===== src/rtl/ov9281_dvp_pkg.sv =====
// Shared definitions for the synthetic OV9281 DVP source.
// Holds the FSM states, the test-pattern codes and the 1280x800 default timing.
package ov9281_dvp_pkg;

    typedef enum logic [2:0] {
        ST_IDLE,
        ST_VSYNC,
        ST_VBACK,
        ST_ACTIVE,
        ST_HBLANK,
        ST_VFRONT
    } dvp_state_e;

    localparam logic [1:0] PAT_HRAMP  = 2'd0;
    localparam logic [1:0] PAT_VRAMP  = 2'd1;
    localparam logic [1:0] PAT_CHECK  = 2'd2;
    localparam logic [1:0] PAT_STREAM = 2'd3;

    localparam int DEF_H_ACTIVE  = 1280;
    localparam int DEF_H_BLANK   = 64;
    localparam int DEF_V_ACTIVE  = 800;
    localparam int DEF_VSYNC_LEN = 16;
    localparam int DEF_V_BACK    = 32;
    localparam int DEF_V_FRONT   = 32;

    function automatic int max_of(input int a, input int b);
        return (a > b) ? a : b;
    endfunction

endpackage


===== src/rtl/ov9281_dvp_tx_if.sv =====
// DVP output bus: frame sync, line valid and the href-qualified pixel byte.
interface ov9281_dvp_tx_if;
    logic       camera_vsync;
    logic       camera_href;
    logic [7:0] camera_data;

    modport master (output camera_vsync, camera_href, camera_data);
    modport slave  (input  camera_vsync, camera_href, camera_data);
endinterface


===== src/rtl/dvp_pattern_gen.sv =====
// Combinational test-pattern byte generator; the caller registers the result.
module dvp_pattern_gen
    import ov9281_dvp_pkg::*;
(
    input  logic [1:0] pattern_sel,
    input  logic [7:0] x,
    input  logic [7:0] y,
    input  logic [7:0] s,
    output logic [7:0] pix_o
);

    always_comb begin
        pix_o = x;
        case (pattern_sel)
            PAT_HRAMP:  pix_o = x;
            PAT_VRAMP:  pix_o = y;
            PAT_CHECK:  pix_o = {8{x[3] ^ y[3]}};
            PAT_STREAM: pix_o = s;
            default:    pix_o = x;
        endcase
    end

endmodule


===== src/rtl/ov9281_dvp_tx.sv =====
// Synthetic OV9281 DVP source: frame/line timing FSM with registered outputs.
// Next-state counter values feed the pattern generator so data lines up with href.
module ov9281_dvp_tx
    import ov9281_dvp_pkg::*;
#(
    parameter int H_ACTIVE  = DEF_H_ACTIVE,
    parameter int H_BLANK   = DEF_H_BLANK,
    parameter int V_ACTIVE  = DEF_V_ACTIVE,
    parameter int VSYNC_LEN = DEF_VSYNC_LEN,
    parameter int V_BACK    = DEF_V_BACK,
    parameter int V_FRONT   = DEF_V_FRONT
) (
    input  logic                    camera_pclk,
    input  logic                    CAMERA_RSTN,
    input  logic                    enable,
    input  logic [1:0]              pattern_sel,
    ov9281_dvp_tx_if.master         dvp,
    output logic                    frame_start,
    output logic [15:0]             frame_cnt
);

    localparam int X_W   = $clog2(H_ACTIVE);
    localparam int Y_W   = (V_ACTIVE > 1) ? $clog2(V_ACTIVE) : 1;
    localparam int P_MAX = max_of(max_of(VSYNC_LEN, V_BACK), max_of(H_BLANK, V_FRONT));
    localparam int C_W   = (P_MAX > 1) ? $clog2(P_MAX) : 1;

    localparam logic [C_W-1:0] VS_LAST = C_W'(VSYNC_LEN - 1);
    localparam logic [C_W-1:0] VB_LAST = C_W'(V_BACK - 1);
    localparam logic [C_W-1:0] HB_LAST = C_W'(H_BLANK - 1);
    localparam logic [C_W-1:0] VF_LAST = C_W'(V_FRONT - 1);
    localparam logic [X_W-1:0] X_LAST  = X_W'(H_ACTIVE - 1);
    localparam logic [Y_W-1:0] Y_LAST  = Y_W'(V_ACTIVE - 1);

    dvp_state_e     state_q, state_d;
    logic [C_W-1:0] cnt_q, cnt_d;
    logic [X_W-1:0] x_q, x_d;
    logic [Y_W-1:0] y_q, y_d;
    logic [7:0]     s_q, s_d;
    logic [1:0]     pat_q, pat_d;
    logic [15:0]    frame_cnt_q, frame_cnt_d;
    logic           vsync_q, vsync_d;
    logic           href_q, href_d;
    logic [7:0]     data_q, data_d;
    logic           frame_start_q, frame_start_d;
    logic           start_frame;
    logic [7:0]     pix;

    dvp_pattern_gen u_pat (
        .pattern_sel (pat_q),
        .x           (8'(x_d)),
        .y           (8'(y_d)),
        .s           (s_d),
        .pix_o       (pix)
    );

    always_comb begin
        state_d     = state_q;
        cnt_d       = cnt_q;
        x_d         = x_q;
        y_d         = y_q;
        s_d         = s_q;
        pat_d       = pat_q;
        frame_cnt_d = frame_cnt_q;
        start_frame = 1'b0;

        case (state_q)
            ST_IDLE: start_frame = enable;
            ST_VSYNC: begin
                if (cnt_q == VS_LAST) begin
                    state_d = ST_VBACK;
                    cnt_d   = '0;
                end else cnt_d = cnt_q + C_W'(1);
            end
            ST_VBACK: begin
                if (cnt_q == VB_LAST) begin
                    state_d = ST_ACTIVE;
                    cnt_d   = '0;
                    x_d     = '0;
                end else cnt_d = cnt_q + C_W'(1);
            end
            ST_ACTIVE: begin
                // s_q is the stream value of the byte on the bus this cycle
                s_d = s_q + 8'd1;
                if (x_q == X_LAST) state_d = ST_HBLANK;
                else               x_d     = x_q + X_W'(1);
            end
            ST_HBLANK: begin
                if (cnt_q == HB_LAST) begin
                    cnt_d = '0;
                    if (y_q < Y_LAST) begin
                        state_d = ST_ACTIVE;
                        x_d     = '0;
                        y_d     = y_q + Y_W'(1);
                    end else state_d = ST_VFRONT;
                end else cnt_d = cnt_q + C_W'(1);
            end
            ST_VFRONT: begin
                if (cnt_q == VF_LAST) begin
                    cnt_d = '0;
                    if (enable) start_frame = 1'b1;
                    else        state_d     = ST_IDLE;
                end else cnt_d = cnt_q + C_W'(1);
            end
            default: state_d = ST_IDLE;
        endcase

        if (start_frame) begin
            state_d     = ST_VSYNC;
            cnt_d       = '0;
            x_d         = '0;
            y_d         = '0;
            s_d         = 8'd0;
            pat_d       = pattern_sel;
            frame_cnt_d = frame_cnt_q + 16'd1;
        end

        frame_start_d = start_frame;
        vsync_d       = (state_d == ST_VSYNC);
        href_d        = (state_d == ST_ACTIVE);
        data_d        = href_d ? pix : 8'd0;
    end

    always_ff @(posedge camera_pclk or negedge CAMERA_RSTN) begin
        if (!CAMERA_RSTN) begin
            state_q       <= ST_IDLE;
            cnt_q         <= '0;
            x_q           <= '0;
            y_q           <= '0;
            s_q           <= 8'd0;
            pat_q         <= 2'd0;
            frame_cnt_q   <= 16'd0;
            vsync_q       <= 1'b0;
            href_q        <= 1'b0;
            data_q        <= 8'd0;
            frame_start_q <= 1'b0;
        end else begin
            state_q       <= state_d;
            cnt_q         <= cnt_d;
            x_q           <= x_d;
            y_q           <= y_d;
            s_q           <= s_d;
            pat_q         <= pat_d;
            frame_cnt_q   <= frame_cnt_d;
            vsync_q       <= vsync_d;
            href_q        <= href_d;
            data_q        <= data_d;
            frame_start_q <= frame_start_d;
        end
    end

    assign dvp.camera_vsync = vsync_q;
    assign dvp.camera_href  = href_q;
    assign dvp.camera_data  = data_q;
    assign frame_start      = frame_start_q;
    assign frame_cnt        = frame_cnt_q;

endmodule

===== src/flat_wrapper.sv =====
// flat-port wrapper written by rule: the top's interface ports become plain ports
module ov9281_dvp_tx_flat import ov9281_dvp_pkg::*;
#(
    parameter int H_ACTIVE  = DEF_H_ACTIVE,
    parameter int H_BLANK   = DEF_H_BLANK,
    parameter int V_ACTIVE  = DEF_V_ACTIVE,
    parameter int VSYNC_LEN = DEF_VSYNC_LEN,
    parameter int V_BACK    = DEF_V_BACK,
    parameter int V_FRONT   = DEF_V_FRONT
)
  (camera_pclk, CAMERA_RSTN, enable, pattern_sel, frame_start, frame_cnt, dvp_camera_vsync, dvp_camera_href, dvp_camera_data);
  ov9281_dvp_tx_if dvp_i ();
  input  logic camera_pclk;
  input  logic CAMERA_RSTN;
  input  logic enable;
  input  logic [1:0] pattern_sel;
  output logic frame_start;
  output logic [15:0] frame_cnt;
  output wire logic [$bits(dvp_i.camera_vsync)-1:0] dvp_camera_vsync;
  output wire logic [$bits(dvp_i.camera_href)-1:0] dvp_camera_href;
  output wire logic [$bits(dvp_i.camera_data)-1:0] dvp_camera_data;
  assign dvp_camera_vsync = dvp_i.camera_vsync;
  assign dvp_camera_href = dvp_i.camera_href;
  assign dvp_camera_data = dvp_i.camera_data;
  ov9281_dvp_tx #(.H_ACTIVE(H_ACTIVE), .H_BLANK(H_BLANK), .V_ACTIVE(V_ACTIVE), .VSYNC_LEN(VSYNC_LEN), .V_BACK(V_BACK), .V_FRONT(V_FRONT)) u_core (.camera_pclk(camera_pclk), .CAMERA_RSTN(CAMERA_RSTN), .enable(enable), .pattern_sel(pattern_sel), .dvp(dvp_i), .frame_start(frame_start), .frame_cnt(frame_cnt));
endmodule

===== config.mk =====
export PLATFORM = sky130hd
export DESIGN_NAME = ov9281_dvp_tx_flat
export DESIGN_NICKNAME = d
export VERILOG_FILES = /design/src/rtl/ov9281_dvp_pkg.sv /design/src/rtl/ov9281_dvp_tx_if.sv /design/src/rtl/dvp_pattern_gen.sv /design/src/rtl/ov9281_dvp_tx.sv /design/src/flat_wrapper.sv
export SDC_FILE = /design/constraint.sdc
export NUM_CORES = 1
export LEC_CHECK = 0
export ABC_AREA = 1
export CORE_ASPECT_RATIO = 0.8
export CORE_MARGIN = 2
export CORE_UTILIZATION = 25
export DETAILED_ROUTE_END_ITERATION = 12
export SYNTH_ARGS = -nofsm -noshare
export SYNTH_HDL_FRONTEND = slang
export SYNTH_SLANG_ARGS = --single-unit

===== constraint.sdc =====
create_clock -name camera_pclk -period 2.4 [get_ports camera_pclk]
set_clock_uncertainty 0.1 [all_clocks]
set_input_delay 0.24 -clock camera_pclk [delete_from_list [all_inputs] [get_ports camera_pclk]]
set_output_delay 0.24 -clock camera_pclk [all_outputs]
set_load 0.1 [all_outputs]

== After elaboration in Yosys (flattened, before gate mapping) ==
Cells that the tools add are included.
Cells by class
  add/subtract/negate cells: 5
  magnitude comparators: 1
  equality and inequality tests: 18
  muxes and demuxes: 31
  bitwise operators: 1
  reductions and logical operators: 10
Operator list (count)
  $mux W11: 5
  $mux W10: 4
  $pmux W11 S3: 1
  $pmux W8 S4: 1
  $mux W3: 8
  $mux W6: 4
  $mux W8: 3
  $pmux W3 S6: 1
  $pmux W6 S3: 1
  $add A16 B1 Y16 const B: 1
  $add A11 B1 Y11 const B: 1
  $eq A11 B11 Y1 const B: 1
  $add A10 B1 Y10 const B: 1
  $lt A10 B10 Y1 const B: 1
  $eq A3 B2 Y1 const B: 3
  $ne A3 B1 Y1 const B: 3
  $add A8 B1 Y8 const B: 1
  $reduce_bool A4 Y1: 2
  $add A6 B1 Y6 const B: 1
  $eq A3 B1 Y1 const B: 2
  $eq A3 B3 Y1 const B: 2
  $eq A6 B4 Y1 const B: 1
  $eq A6 B5 Y1 const B: 1
  $eq A6 B6 Y1 const B: 1
  12 further kinds: 16
Word-level totals
  bits in registers: 67
  input port bits: 5
  output and inout port bits: 27
  logic and storage cells: 79

== Longest topological paths before layout ==
Gate-level depths: netlist (run 1).
  depth in word-level cells: 8
  depth in mapped cells: 14
  gate-level depth less buffers: 14

== Hierarchy ==
Synthesis (run 1) repeated with hierarchy kept, for this count alone.
Second synthesis, totals
  cell total of the unflattened synthesis: 502
  area total of the unflattened synthesis: 3892.5 µm²
Modules (own cells, without submodules)
  ov9281_dvp_tx: instances 1, cells each 443, area each 3592.2 µm², sequential area each 1676.6 µm²
  dvp_pattern_gen: instances 1, cells each 59, area each 300.3 µm², sequential area each 0.0 µm²

== Worst setup path before layout (run 1) ==
OpenSTA, ideal clock, no wires.
  path kind: flip-flop to flip-flop
  start: reg u_core.frame_cnt_q[0] (netlist: u_core.frame_cnt[0])
  end: reg u_core.frame_cnt_q[14] (netlist: u_core.frame_cnt[14])
  data arrival time: 2.072 ns
  data required time: 2.142 ns
  path slack: 0.070 ns
  stages on the path, launching flop included: 8
  buffers on the path: 0
  period minus slack after synthesis: 2.330 ns
  cell sequence: dfrtp_1 -> ha_1 -> nand4_1 -> inv_1 -> nand4_2 -> nor2_1 -> nand4_1 -> xnor2_1
On the way
  cells in the longest elaborated chain, start to end: 1
RTL lines
  from (decl): line ov9281_dvp_tx.sv:40  | logic [15:0] frame_cnt_q, frame_cnt_d;
  from (signal assigned): line ov9281_dvp_tx.sv:143  | frame_cnt_q <= frame_cnt_d;
  $add A16 B1 Y16: line ov9281_dvp_tx.sv:114  | frame_cnt_d = frame_cnt_q + 16'd1;
Every way passes these cells.
A chain may end at the register's enable or synchronous reset.

== Worst setup path in the final report (run 1) ==
  start: reg u_core.cnt_q[0]
  end: reg u_core.data_q[4] (netlist: u_core.dvp.camera_data[4])
On the way
  cells in the longest elaborated chain, start to end: 7
  elaborated cells between the ends (all ways): 23
RTL lines
  from (decl): line ov9281_dvp_tx.sv:35  | logic [C_W-1:0] cnt_q, cnt_d;
  from (signal assigned): line ov9281_dvp_tx.sv:138  | cnt_q <= cnt_d;
  $eq A6 B6 Y1 / $eq A6 B5 Y1 (equally long branches): line ov9281_dvp_tx.sv:88, ov9281_dvp_tx.sv:75, ov9281_dvp_tx.sv:98
  $mux W11 (tied with other cells): line ov9281_dvp_tx.sv:88  | if (cnt_q == HB_LAST) begin
  $pmux W11 S3 (tied with other cells): line ov9281_dvp_tx.sv:66  | case (state_q)
  $mux W11 / $mux W10 (equally long branches): line ov9281_dvp_tx.sv:107  | if (start_frame) begin
  $xor A1 B1 Y1: line dvp_pattern_gen.sv:17  | PAT_CHECK: pix_o = {8{x[3] ^ y[3]}};
  $pmux W8 S4: line dvp_pattern_gen.sv:14  | case (pattern_sel)
  $mux W8 *: line ov9281_dvp_tx.sv:120  | data_d = href_d ? pix : 8'd0;
  net u_core.data_d[4]: line ov9281_dvp_tx.sv:43  | logic [7:0] data_q, data_d;
  to (signal assigned): line ov9281_dvp_tx.sv:146  | data_q <= data_d;
  to (decl): line ov9281_dvp_tx.sv:43
Mark *: on every way through the listed nets, which the timed path passes. The rest lies on a longest branch. The select of a mux whose other input is x is not followed.

==> results of run 1 <==
==> logic make-up after synthesis <==
kind of cell             count (synthesis)
AND/OR/NAND/NOR                        262
buffers and inverters                   87
adder cells (fa/ha/maj)                  5
XOR/XNOR                                21
flip-flops                              67
AO/OA/AOI/OAI                           64
==> flip-flops by register name (all words and copies together) (netlist names), 2 cells and up <==
| register | count |
|---|---|
| u_core.s_q | 8 |
| u_core.x_q | 11 |
| u_core.pat_q | 2 |
| u_core.frame_cnt | 16 |
| u_core.cnt_q | 6 |
| u_core.dvp.camera_data | 8 |
| u_core.y_q | 10 |
| u_core.state_q | 3 |
==> layout make-up <==
class,count,area (µm²)
clock inverters,4,48.8
inverters,79,299
well taps,215,269
multi-input cells,352,1920
flip-flops and latches,67,1680
clock buffers,12,256
repair buffers,38,305
fillers,1690,10800
==> layout by cell type, fill, tap and decap left out, types with 2 or more instances in the layout <==
master           count
a21oi_2              5
nand2_1            133
nand3_4              3
o21ai_1              6
xnor2_1              9
nor3_1               7
nand4_1             13
o2111ai_1            2
nor2_2               3
ha_1                 5
dfrtp_1             67
clkdlybuf4s50_1      3
nand4_2              3
o21ai_0             29
nor3_2               2
nor2_1              37
clkinv_2             2
nand2_4              3
nor2_4               6
a21oi_1             13
nand3_1             39
clkbuf_16            9
inv_2                5
clkbuf_8             2
inv_1               72
nand3_2              4
nand2_2              6
a31oi_1              2
o211ai_1             2
xor2_1              11
buf_4               32
==> worst max-delay path, cell delays in order (launching register included) <==
cell     delay (ns)
dfrtp_1        0.40
ha_1           0.26
nand3_4        0.14
nor2_4         0.05
nand4_2        0.10
nand2_4        0.14
inv_4          0.28
nand3_2        0.15
nand2_2        0.11
nand3_4        0.14
a21oi_1        0.19
==> stage by stage <==
stage          instances  worst slack, ns
6_report             767            0.228
2_1_floorplan        506           0.0695
4_1_cts              767            0.225
3_5_place_dp         750            0.247
5_1_grt              767           0.0620
3_3_place_gp         750            0.299
==> layer usage <==
layer	vias to the layer above	share of wire [%]
met2	64	40
met1	1494	54
met4	0	0.76
met3	9	5.4
li1	1717	-
met5	-	0
==> power by group through the flow <==
| stage | sequential (mW) | combinational [mW] | clock (mW) |
|---|---|---|---|
| global route | 1.13 | 0.0395 | 1.41 |
| finish | 1.13 | 0.0333 | 1.34 |
| CTS | 1.13 | 0.0360 | 1.36 |
| detailed placement | 1.15 | 0.0349 | 0 |
| floorplan | 1.15 | 0.00000161 | 0 |
| global placement | 1.15 | 0.0349 | 0 |
==> Yosys cell counts (all sizes together) <==
| cell type | instances | area, µm² |
|---|---|---|
| o2111ai | 2 | 17.5 |
| o21a | 1 | 7.51 |
| dfrtp | 67 | 1680 |
| xor2 | 11 | 96.3 |
| nand4 | 16 | 119 |
| o211ai | 3 | 27.5 |
| inv | 78 | 295 |
| nand3 | 46 | 288 |
| nor3 | 9 | 55.1 |
| o21ai | 36 | 184 |
| o31ai | 1 | 7.51 |
| xnor2 | 10 | 95.1 |
| o22ai | 1 | 6.26 |
| clkbuf | 1 | 3.75 |
| a21oi | 18 | 109 |
| nor2b | 1 | 6.26 |
| nor2 | 47 | 245 |
| a31oi | 2 | 12.5 |
| ha | 5 | 62.6 |
| nand2 | 142 | 571 |
| buf | 7 | 46.3 |
| clkinv | 1 | 3.75 |
| or2 | 1 | 6.26 |
==> repair_timing <==
item,in CTS,in global routing
gates resized for setup,0,0
hold buffers,1,0
hold endpoints to repair,22,0
==> worst max path at each step <==
stage / start / endpoint / depth (start not counted)
6_report: u_core.cnt_q[0] / u_core.dvp.camera_data[4] / 10
5_1_grt: u_core.cnt_q[0] / u_core.frame_cnt[13] / 11
4_1_cts: u_core.cnt_q[0] / u_core.dvp.camera_data[4] / 10
3_5_place_dp: u_core.cnt_q[0] / u_core.frame_cnt[13] / 11
3_3_place_gp: u_core.cnt_q[0] / u_core.frame_cnt[13] / 11
2_1_floorplan: u_core.frame_cnt[0] / u_core.frame_cnt[14] / 7
==> impl_metrics.tcl, run 1 <==
set metrics [dict create \
    hold_class "input port to async pin" \
    grt.busiest_layer "met1" \
    tritoncts "done" \
    clk_path_buf_depth 2 \
    antenna_cells 0 \
    yosys.area_share.simple_pct 32.7 \
    grt_pass1_wl_mm 15.4 \
    reg2reg_from "u_core.cnt_q[0]" \
    post_synth_num_cell_types 41 \
    critPathKind "flop to flop" \
    tightest_slew_ns 0.552 \
    grtUsageMet1_pct 17.7 \
    yosys.area_share.adder_pct 1.59 \
    drc 0 \
    antenna_found_initial 0 \
    pwr-share-clk_pct 53.5 \
    dieArea_mm2 0.0168 \
    rsz0062_at_grt "no" \
    synthMuxAreaShare_pct 0 \
    grt_max_degree 46 \
    vias 3284 \
    hold_viol_final 0 \
    syn_area_mm2 0.00394 \
    worstRegToRegCells 10 \
    clk_pin_slew_ns 0.06 \
    synth-seq-cells 67 \
    p_leak_nw 2.47 \
    cts_sinks 67 \
    drtIter0Drc 243 \
    dr.pass1.iters 4 \
    port_buffers 31 \
    endpoint_kind "flop" \
    grt_use_met3_pct 3.40 \
    pwr-share-comb_pct 1.3 \
    rows 41 \
    met2_usage_pct 15.9 \
    hold_slack_ns 0.330 \
    arrival_ns 2.32 \
    synth.avg_cell_area_um2 7.79 \
    routed_via_density 4.28 \
    gp_congestion 0.834 \
    clock_latency_ns 0.33 \
    final_util_pct 30.6 \
    coreArea_mm2 0.0156 \
    die_width_um 144 \
    cts_root_buffer "clkbuf_16" \
    syn-num-nets 516 \
    status "complete, no violations" \
    finalCritPeriodShare_pct 90.5 \
    synth_compound_area_share_pct 9.43 \
    routed_wl_mm 9.04 \
    p_int_mw 2.00 \
    synth_top_family_by_area "simple AND/OR/NAND/NOR gates" \
    path_max_fanout 24 \
    post_drt_wl_per_cell_um 11.8 \
    setup_viol 0 \
    syn_inst 506 \
    io_pins 32 \
    ant_nets 0 \
    maxCapViolations 0 \
    grt.overflow.total 0 \
    drive_gt1_share_pct 17.0 \
    slew_violations 0 \
    p_switching_mw 0.505 \
    timing.fmax_mhz 460 \
    cts_made_buffers 9 \
    post_cts_buffers 0 \
    h-tree-depth 3 \
    required_ns 2.54 \
    design.final.nets 557 \
    ys_seq_area_share_pct 42.5 \
    r2r-end "u_core.dvp.camera_data[4]" \
    yosys_warnings 0 \
    p_sw_share_pct 20.2 \
    min_period_ns 2.17 \
    relSlewSlack_pct 63.2 \
    ir_worst_vdd_mv 0.400 \
    grt_usage_pct 11.6 \
    setup_tns_ns 0 \
    area_growth_syn_to_layout_pct 21.0 \
    first_global_vias 3161 \
    dp_hpwl_mm 6.83 \
    p_per_area_mw_per_mm2 525 \
    dpl-instance-area_mm2 0.00446 \
    seqPwrFrac_pct 45.1 \
    r2r_slack_ns 0.23 \
    design_area_mm2 0.00477 \
    initial_utilization_pct 25.3 \
    die_y_um 116 \
    synth-xor-area-share_pct 4.86 \
    startpoint_type "flop" \
    fin_total_pwr_mw 2.50 \
]
No activity file was read; power rests on OpenSTA's default activity.
==> run 2: changes to the inputs <==
CORE_UTILIZATION = 55   (was 25)
PLACE_DENSITY = 0.76   (was unset)
==> impl_metrics.tcl, run 2 (same netlist as run 1, synthesis figures left out) <==
set metrics [dict create \
    highest_layer "met4" \
    p_sw_share_pct 21.3 \
    ant_nets 0 \
    p_leak_nw 2.40 \
    pwr-share-clk_pct 44.3 \
    seqPwrFrac_pct 54.2 \
    initial_utilization_pct 56.9 \
    layout_setup_ws_ns 0.147 \
    dr.pass1.iters 5 \
    stdcell_count 636 \
    clock_latency_ns 0.35 \
    area_growth_syn_to_layout_pct 13.7 \
    hold_class "input port to async pin" \
    hold_buffers 1 \
    dp.cells 620 \
    drtIter0Drc 218 \
    grt_usage_pct 23.8 \
    grt_max_degree 68 \
    endpoint_kind "flop" \
    finalCritPeriodShare_pct 93.9 \
    tightest_slew_ns 0.450 \
    p_int_mw 1.64 \
    min_period_ns 2.25 \
    grt.overflow.total 0 \
    fin_total_pwr_mw 2.08 \
    largest_reg_flops 16 \
    routed_wl_mm 8.62 \
    drive_gt1_share_pct 16.6 \
    wl_met3_um 459 \
    slew_violations 0 \
    layout.cells.most_common_list "133 x nand2_1, 72 x inv_1, 67 x dfrtp_1" \
    placement.setup.worst_slack_ns 0.182 \
    required_ns 2.53 \
    gp_congestion 0.880 \
    design.final.nets 555 \
    wirelength_met1_mm 4.22 \
    antenna_found_initial 0 \
    wl_met2_mm 3.85 \
    cts_root_buffer "clkbuf_8" \
    ir_worst_vdd_mv 0.293 \
    setup_tns_ns 0 \
    relSlewSlack_pct 69.9 \
    final_util_pct 64.7 \
    p_per_area_mw_per_mm2 465 \
    setup_viol 0 \
    p_switching_mw 0.443 \
    clk_pin_slew_ns 0.08 \
    pwr-share-comb_pct 1.5 \
    path_max_fanout 24 \
    dpl-instance-area_mm2 0.00428 \
    die_width_um 98.6 \
    clk_path_buf_depth 2 \
    grt_pass1_wl_mm 14.9 \
    port_buffers 31 \
    die_y_um 79.7 \
    hold_viol_final 0 \
    post_drt_wl_per_cell_um 13.6 \
    timing.fmax_mhz 444 \
    status "complete, no violations" \
    drc 0 \
    post_cts_buffers 0 \
    maxCapViolations 0 \
    dp_hpwl_mm 6.39 \
    design_area_mm2 0.00448 \
    hold_slack_ns 0.310 \
    routed_via_density 5.40 \
    antenna_cells 0 \
    critPathKind "flop to flop" \
    io_pins 32 \
    coreArea_mm2 0.00693 \
    dieArea_mm2 0.00786 \
    h-tree-depth 3 \
    arrival_ns 2.38 \
    first_global_vias 3167 \
    cts_made_buffers 9 \
    cts_sinks 67 \
    tritoncts "done" \
    rsz0062_at_grt "no" \
    vias 3437 \
    rows 27 \
    ctsResizeCount 0 \
    startpoint_type "flop" \
    mostFrequentLayoutCell "nand2_1" \
]
[run 2: changes by cell type in the layout (fill, tap and decap cells not counted), sizes merged]
cell	before	now
clkinvlp	0	1
clkinv	4	3
buf	34	32
clkbuf	12	11
[run 2: area by class of cell]
| cell class | instances | area (µm²) |
|---|---|---|
| sequential | 67 | 1680 |
| fill | 586 | 2440 |
| timing repair buffer | 36 | 290 |
| multi-input combinational | 352 | 1920 |
| clock buffer | 11 | 141 |
| inverter | 79 | 299 |
| clock inverter | 4 | 51.3 |
| tap | 87 | 109 |
[run 2: power by group through the flow]
stage | clock (mW) | combinational, mW | sequential [mW]
floorplan | 0 | 0.00000161 | 1.15
global placement | 0 | 0.0329 | 1.15
detailed placement | 0 | 0.0339 | 1.15
CTS | 0.945 | 0.0347 | 1.13
global route | 0.991 | 0.0385 | 1.13
finish | 0.923 | 0.0323 | 1.13
[run 2: final timing paths]
check                                startpoint  slack [ns]                      end  depth (start not counted)
max reg2reg                     u_core.cnt_q[0]        0.15     u_core.frame_cnt[13]                         11
max                             u_core.cnt_q[0]        0.15     u_core.frame_cnt[13]                         11
min reg2reg                u_core.frame_cnt[10]        0.40     u_core.frame_cnt[10]                          1
min                                 CAMERA_RSTN        0.31            u_core.x_q[9]                          3
min in group camera_pclk         pattern_sel[1]        0.39          u_core.pat_q[1]                          3
max in group asynchronous           CAMERA_RSTN        1.56  u_core.dvp.camera_vsync                          3
[run 2: per-layer routing]
metal  global-route usage, %  up-vias
li1                        -     1700
met1                    34.4     1626
met2                    36.1      101
met3                    5.34       10
met4                    6.58        0
met5                       0        -
[run 2: critical path, cell delays in order (launching register included)]
cell and delay (ns):
dfrtp_1 0.39, ha_1 0.25, nand3_4 0.13, nor2_4 0.14
nand4_2 0.13, nand2_4 0.23, inv_4 0.18, nor2_4 0.14
nand3_2 0.12, nor2_4 0.13, nand2_2 0.07, xnor2_2 0.13
